--- src/rtl/alu_sin_deserializer.sv ---
// alu_sin_deserializer: receives 11-bit serial packets, gathers operand bytes plus a
// command packet and emits one CRC/opcode-checked operation for the ALU core.
module alu_sin_deserializer #(
  parameter int N_DATA = 8,
  parameter int CRC_W = 4
) (
  input  logic        clk,
  input  logic        rst,
  input  logic        sin,
  output logic        out_valid,
  output logic [31:0] out_a,
  output logic [31:0] out_b,
  output logic [2:0]  out_op,
  output logic        err_data,
  output logic        err_crc,
  output logic        err_op,
  output logic        frame_err,
  output logic        busy
);
  localparam int CW = $clog2(N_DATA + 1);
  localparam int FW = 8 * N_DATA;
  typedef enum logic [1:0] {IDLE, RX, CHECK} state_t;
  state_t state;
  logic [3:0] bit_cnt;
  logic [CW-1:0] data_cnt;
  logic [8:0] sh;
  logic [7:0] data_q [N_DATA];
  logic [FW-1:0] frame;
  logic [2:0] op;
  logic e_d, e_c, e_o, ok;
  function automatic logic [CRC_W-1:0] crc4(input logic [FW+3:0] v);
    logic [CRC_W-1:0] c;
    c = '0;
    for (int i = FW + 3; i >= 0; i--)
      c = {c[CRC_W-2:0], 1'b0} ^ ((c[CRC_W-1] ^ v[i]) ? CRC_W'(3) : '0);
    return c;
  endfunction
  // sh holds {type, payload} once the stop bit is on sin
  always_comb begin
    frame = '0;
    for (int i = 0; i < N_DATA; i++) frame[FW-1-8*i -: 8] = data_q[i];
    op = sh[6:4];
    e_d = data_cnt != CW'(N_DATA);
    e_c = !e_d && sh[CRC_W-1:0] != crc4({frame, 1'b1, op});
    e_o = !e_d && !e_c && !(op inside {3'b000, 3'b001, 3'b100, 3'b101});
    ok = sh[8] && !e_d && !e_c && !e_o;
  end
  always_ff @(posedge clk or posedge rst) begin
    if (rst) begin
      state <= IDLE;
      bit_cnt <= '0;
      data_cnt <= '0;
      sh <= '0;
      for (int i = 0; i < N_DATA; i++) data_q[i] <= '0;
      out_valid <= 1'b0;
      out_a <= '0;
      out_b <= '0;
      out_op <= '0;
      err_data <= 1'b0;
      err_crc <= 1'b0;
      err_op <= 1'b0;
      frame_err <= 1'b0;
      busy <= 1'b0;
    end else begin
      out_valid <= 1'b0;
      frame_err <= 1'b0;
      case (state)
        IDLE: if (!sin) begin
          state <= RX;
          bit_cnt <= 4'd1;
          busy <= 1'b1;
        end
        RX: if (bit_cnt != 4'd10) begin
          sh <= {sh[7:0], sin};
          bit_cnt <= bit_cnt + 4'd1;
        end else begin
          state <= CHECK;
          bit_cnt <= '0;
          busy <= 1'b0;
          if (!sin) begin
            frame_err <= 1'b1;
            data_cnt <= '0;
          end else if (!sh[8] && data_cnt != CW'(N_DATA)) begin
            for (int i = 0; i < N_DATA; i++) if (data_cnt == CW'(i)) data_q[i] <= sh[7:0];
            data_cnt <= data_cnt + CW'(1);
          end else begin
            // a command, or a data packet overflowing a full buffer
            out_valid <= 1'b1;
            data_cnt <= '0;
            err_data <= !sh[8] || e_d;
            err_crc <= sh[8] && e_c;
            err_op <= sh[8] && e_o;
            out_b <= ok ? frame[FW-1 -: 32] : '0;
            out_a <= ok ? frame[FW-33 -: 32] : '0;
            out_op <= ok ? op : '0;
          end
        end
        default: state <= IDLE;
      endcase
    end
  end
endmodule

--- config.mk ---
export PLATFORM = sky130hd
export DESIGN_NAME = alu_sin_deserializer
export DESIGN_NICKNAME = d
export VERILOG_FILES = /design/src/rtl/alu_sin_deserializer.sv
export SDC_FILE = /design/constraint.sdc
export NUM_CORES = 1
export LEC_CHECK = 0
export CAP_MARGIN = 20
export CORE_ASPECT_RATIO = 1.4
export CORE_UTILIZATION = 45
export DETAILED_ROUTE_END_ITERATION = 7
export PLACE_DENSITY_LB_ADDON = 0.1
export SKIP_LAST_GASP = 1
export SLEW_MARGIN = 5
export SYNTH_ARGS = -nofsm -noshare
export SYNTH_HDL_FRONTEND = slang
export SYNTH_SLANG_ARGS = --single-unit
--- constraint.sdc ---
create_clock -name clk -period 13.1 [get_ports clk]
set_input_delay 3.275 -clock clk [delete_from_list [all_inputs] [get_ports clk]]
set_output_delay 3.275 -clock clk [all_outputs]
set_load 0.03 [all_outputs]
==> results.sh <==
export IMPL_min_to="out_op[1]"
export IMPL_synth_top_area_cell="dfrtp_1"
export IMPL_crit_path_start_kind="input pin"
export IMPL_cap_violations=0
export IMPL_hold_depth=1
export IMPL_num_rows=54
export IMPL_gr_usage_met3_pct=3.92
export IMPL_seq_area_sq_um=3900
export IMPL_design_area_sq_um=8710
export IMPL_grt_max_degree=83
export IMPL_numPortBuffers=75
export IMPL_fill_cells=1294
export IMPL_clkTransAtPathRegs_ns=0.06
export IMPL_clock_skew_ns=0.00750
export IMPL_instances_no_fill=791
export IMPL_relSlewSlack_pct=38.7
export IMPL_syn_num_nets=521
export IMPL_yosysUniqueCellTypes=35
export IMPL_synth_area_leaders="dfrtp_1 54%, mux2_2 11%, a22o_1 8.1%"
export IMPL_status="completed"
export IMPL_min_from="out_op[1]"
export IMPL_avgSynthCellArea_sq_um=14.0
export IMPL_start_util_pct=45.9
export IMPL_track_usage_pct=20.7
export IMPL_reg2reg_slack_ns=9.29
export IMPL_io_pins=76
export IMPL_nets=591
export IMPL_dieWidth_um=109
export IMPL_async_reset_ff_share_pct=100
export IMPL_vias_per_cell=5.27
export IMPL_first_global_vias=4371
export IMPL_ctsHoldBuffers=0
export IMPL_place_inst=758
export IMPL_htree_levels=4
export IMPL_critical_path_class="in -> reg"
export IMPL_place_area_sq_um=8060
export IMPL_area_growth_pct=21.5
export IMPL_synthCells=512
export IMPL_vias=4168
export IMPL_place_ws_ns=6.21
export IMPL_globalRouteMet1Util_pct=25.1
export IMPL_cts_root_buf="clkbuf_16"
export IMPL_synth_seq_cells=156
export IMPL_leakage_nw=4.11
export IMPL_antenna_found_initial=0
export IMPL_synthesis_area_sq_um=7170
export IMPL_drtPass1Iterations=5
export IMPL_grtUsageMet2_pct=35.9
export IMPL_synth_edf_count=0
export IMPL_post_cts_resized=0
export IMPL_final_setup_viol_count=0
export IMPL_wire_per_inst_um=19.6
export IMPL_timing_hold_ws_ns=0.484
export IMPL_drt_total_wl_mm=15.5
export IMPL_gp_congestion=0.795
export IMPL_clockBufferDepth=2
export IMPL_finalWorstSetupSlack_ns=7.18
export IMPL_synth_top_area_share_pct=54.4
export IMPL_ys_seq_area_share_pct=54.4
export IMPL_power_per_cell_area_nw_per_um2=198
export IMPL_r2r_start="bit_cnt[0]"
export IMPL_clkLatencyLatePin_ns=0.43
export IMPL_clkSinkCount=156
export IMPL_finalHoldViolCount=0
export IMPL_top_usage_layer="met2"
export IMPL_dp_hpwl_mm=10.5
export IMPL_grt_pass1_wl_mm=24.7
export IMPL_end_kind="register"
export IMPL_cp_required_ns=13.46
export IMPL_worstMarginPinSlew_ns=0.920
export IMPL_max_freq_ghz=0.169
export IMPL_fin_tns_setup_ns=0
export IMPL_layout_drive_gt1_share_pct=19.5
export IMPL_rsz0062_at_grt="false"
export IMPL_cts_tree="yes"
export IMPL_yosysWarnings=0
export IMPL_critPathMaxFanout=71
export IMPL_worst_r2r_path_depth=13
export IMPL_hold_path_class="reg -> reg"
export IMPL_post_route_min_period_ns=5.92
export IMPL_cts_made_buffers=17
export IMPL_multi_input_area_sq_um=3110
export IMPL_first_iter_violations=158
export IMPL_cp_data_arrival_time_ns=6.28
export IMPL_drtAntennaViolNets=0
export IMPL_die_y_um=151
export IMPL_synth_flop_cell="dfrtp_1"
export IMPL_gr_total_overflow=0
export IMPL_core_sq_um=15600
export IMPL_max_vdd_ir_drop_uv=141
export IMPL_route_detailed_drc=0
export IMPL_post_cts_buffers=0
export IMPL_r2r_end="out_a[3]"
export IMPL_antenna_cells=0
export IMPL_fin_crit_sh_pct=45.2
export IMPL_die_area_sq_um=16500
export IMPL_finalMaxSlewViolations=0
logic make-up (layout without fill, tap and decap cells):
group	Yosys count	in the layout	share of synthesized area [%]
DFF	156	156	54.4
xor gates and xnor gates	103	103	17.3
AOI/OAI and AO/OA	83	83	9.44
muxes	76	76	11.9
and+or+nand+nor	53	53	3.58
buffers and inverters	35	118	2.29
adders and majority gates	6	6	1.05
cell usage after synthesis (3+ instances only):
cell	instances
buf_6	3
ha_1	6
xor2_1	15
mux2i_1	3
o21ai_0	10
dfrtp_1	156
nand2_1	18
inv_1	7
xnor3_1	22
nor2_1	14
and2_1	7
clkbuf_1	20
xnor2_1	62
a21oi_1	3
xnor2_2	3
mux2_2	73
a22o_1	66
where the power goes:
group	leakage, nW	switching (W)	internal, W
Combinational	1.65	0.000243	0.000339
Clock	0.319	0.000195	0.000332
Sequential	2.14	0.0000950	0.000520
metal layers:
layer,vias to the layer above,routed length [um],share of wire [%]
met2,62,8190,53
li1,1950,-,-
met3,23,350,2.3
met5,-,0,0
met4,0,299,1.9
met1,2133,6640,43
cell type report:
cell class	instances	share of cell area, %
well taps	196	2.81
inverters	7	0.359
repair buffers	79	9.05
multi-input cells	321	35.7
clock inverters	12	1.92
clock buffers	20	5.36
flip-flops and latches	156	44.8
through the flow:
step / total power (W) / utilization [%]
floorplan: 0.00108 / -
global placement: 0.00120 / 51.7
detailed placement: 0.00121 / 51.7
CTS: 0.00174 / 55.7
global route: 0.00182 / 55.8
finish: 0.00172 / 55.8
registers in the layout, summed over array words and instances, names as in the netlist:
signal and cells:
bit_cnt 4, busy 1, data_cnt 4, data_q 64, err_crc 1, err_data 1, err_op 1, frame_err 1
out_a 32, out_b 32, out_op 3, out_valid 1, sh 9, state 2
worst max-delay path by stage:
stage                     startpoint    endpoint  slack, ns  cells after the start
final                            sin    out_a[3]       7.18                      9
after global routing             sin    out_a[3]       6.95                      9
after CTS                        sin    out_a[3]       6.66                      8
after detailed placement         sin   out_b[20]       6.21                      8
after global placement           sin    out_a[3]       6.43                      8
after floorplan                  rst  bit_cnt[0]       5.62                      1
worst max-delay path: stages:
cell	delay (ns)
clkdlybuf4s50_1	0.59
nand2_1	0.18
or2_2	0.31
buf_4	0.34
or3_1	0.48
nor3_4	0.24
buf_8	0.24
buf_4	0.38
a22o_1	0.20
cells in the final DEF, fill, tap and decap left out, drive strengths merged:
master and count:
and3b 1, ha 6, a22o 66, mux2 73
a32o 1, xnor2 65, mux2i 3, nor4 1
or2 2, xor3 1, o22a 1, xor2 15
o21ai 10, clkinv 8, nand3b 1, o31ai 1
nor4b 1, bufinv 4, dfrtp 156, nand2b 2
xnor3 22, a21oi 3, inv 7, nor2 14
buf 4, nor3 3, nand2 18, clkdlybuf4s50 75
or3 1, clkbuf 20, nand3 2, and2 7
a21o 1
Note: power is estimated with default switching activity, not from simulation.
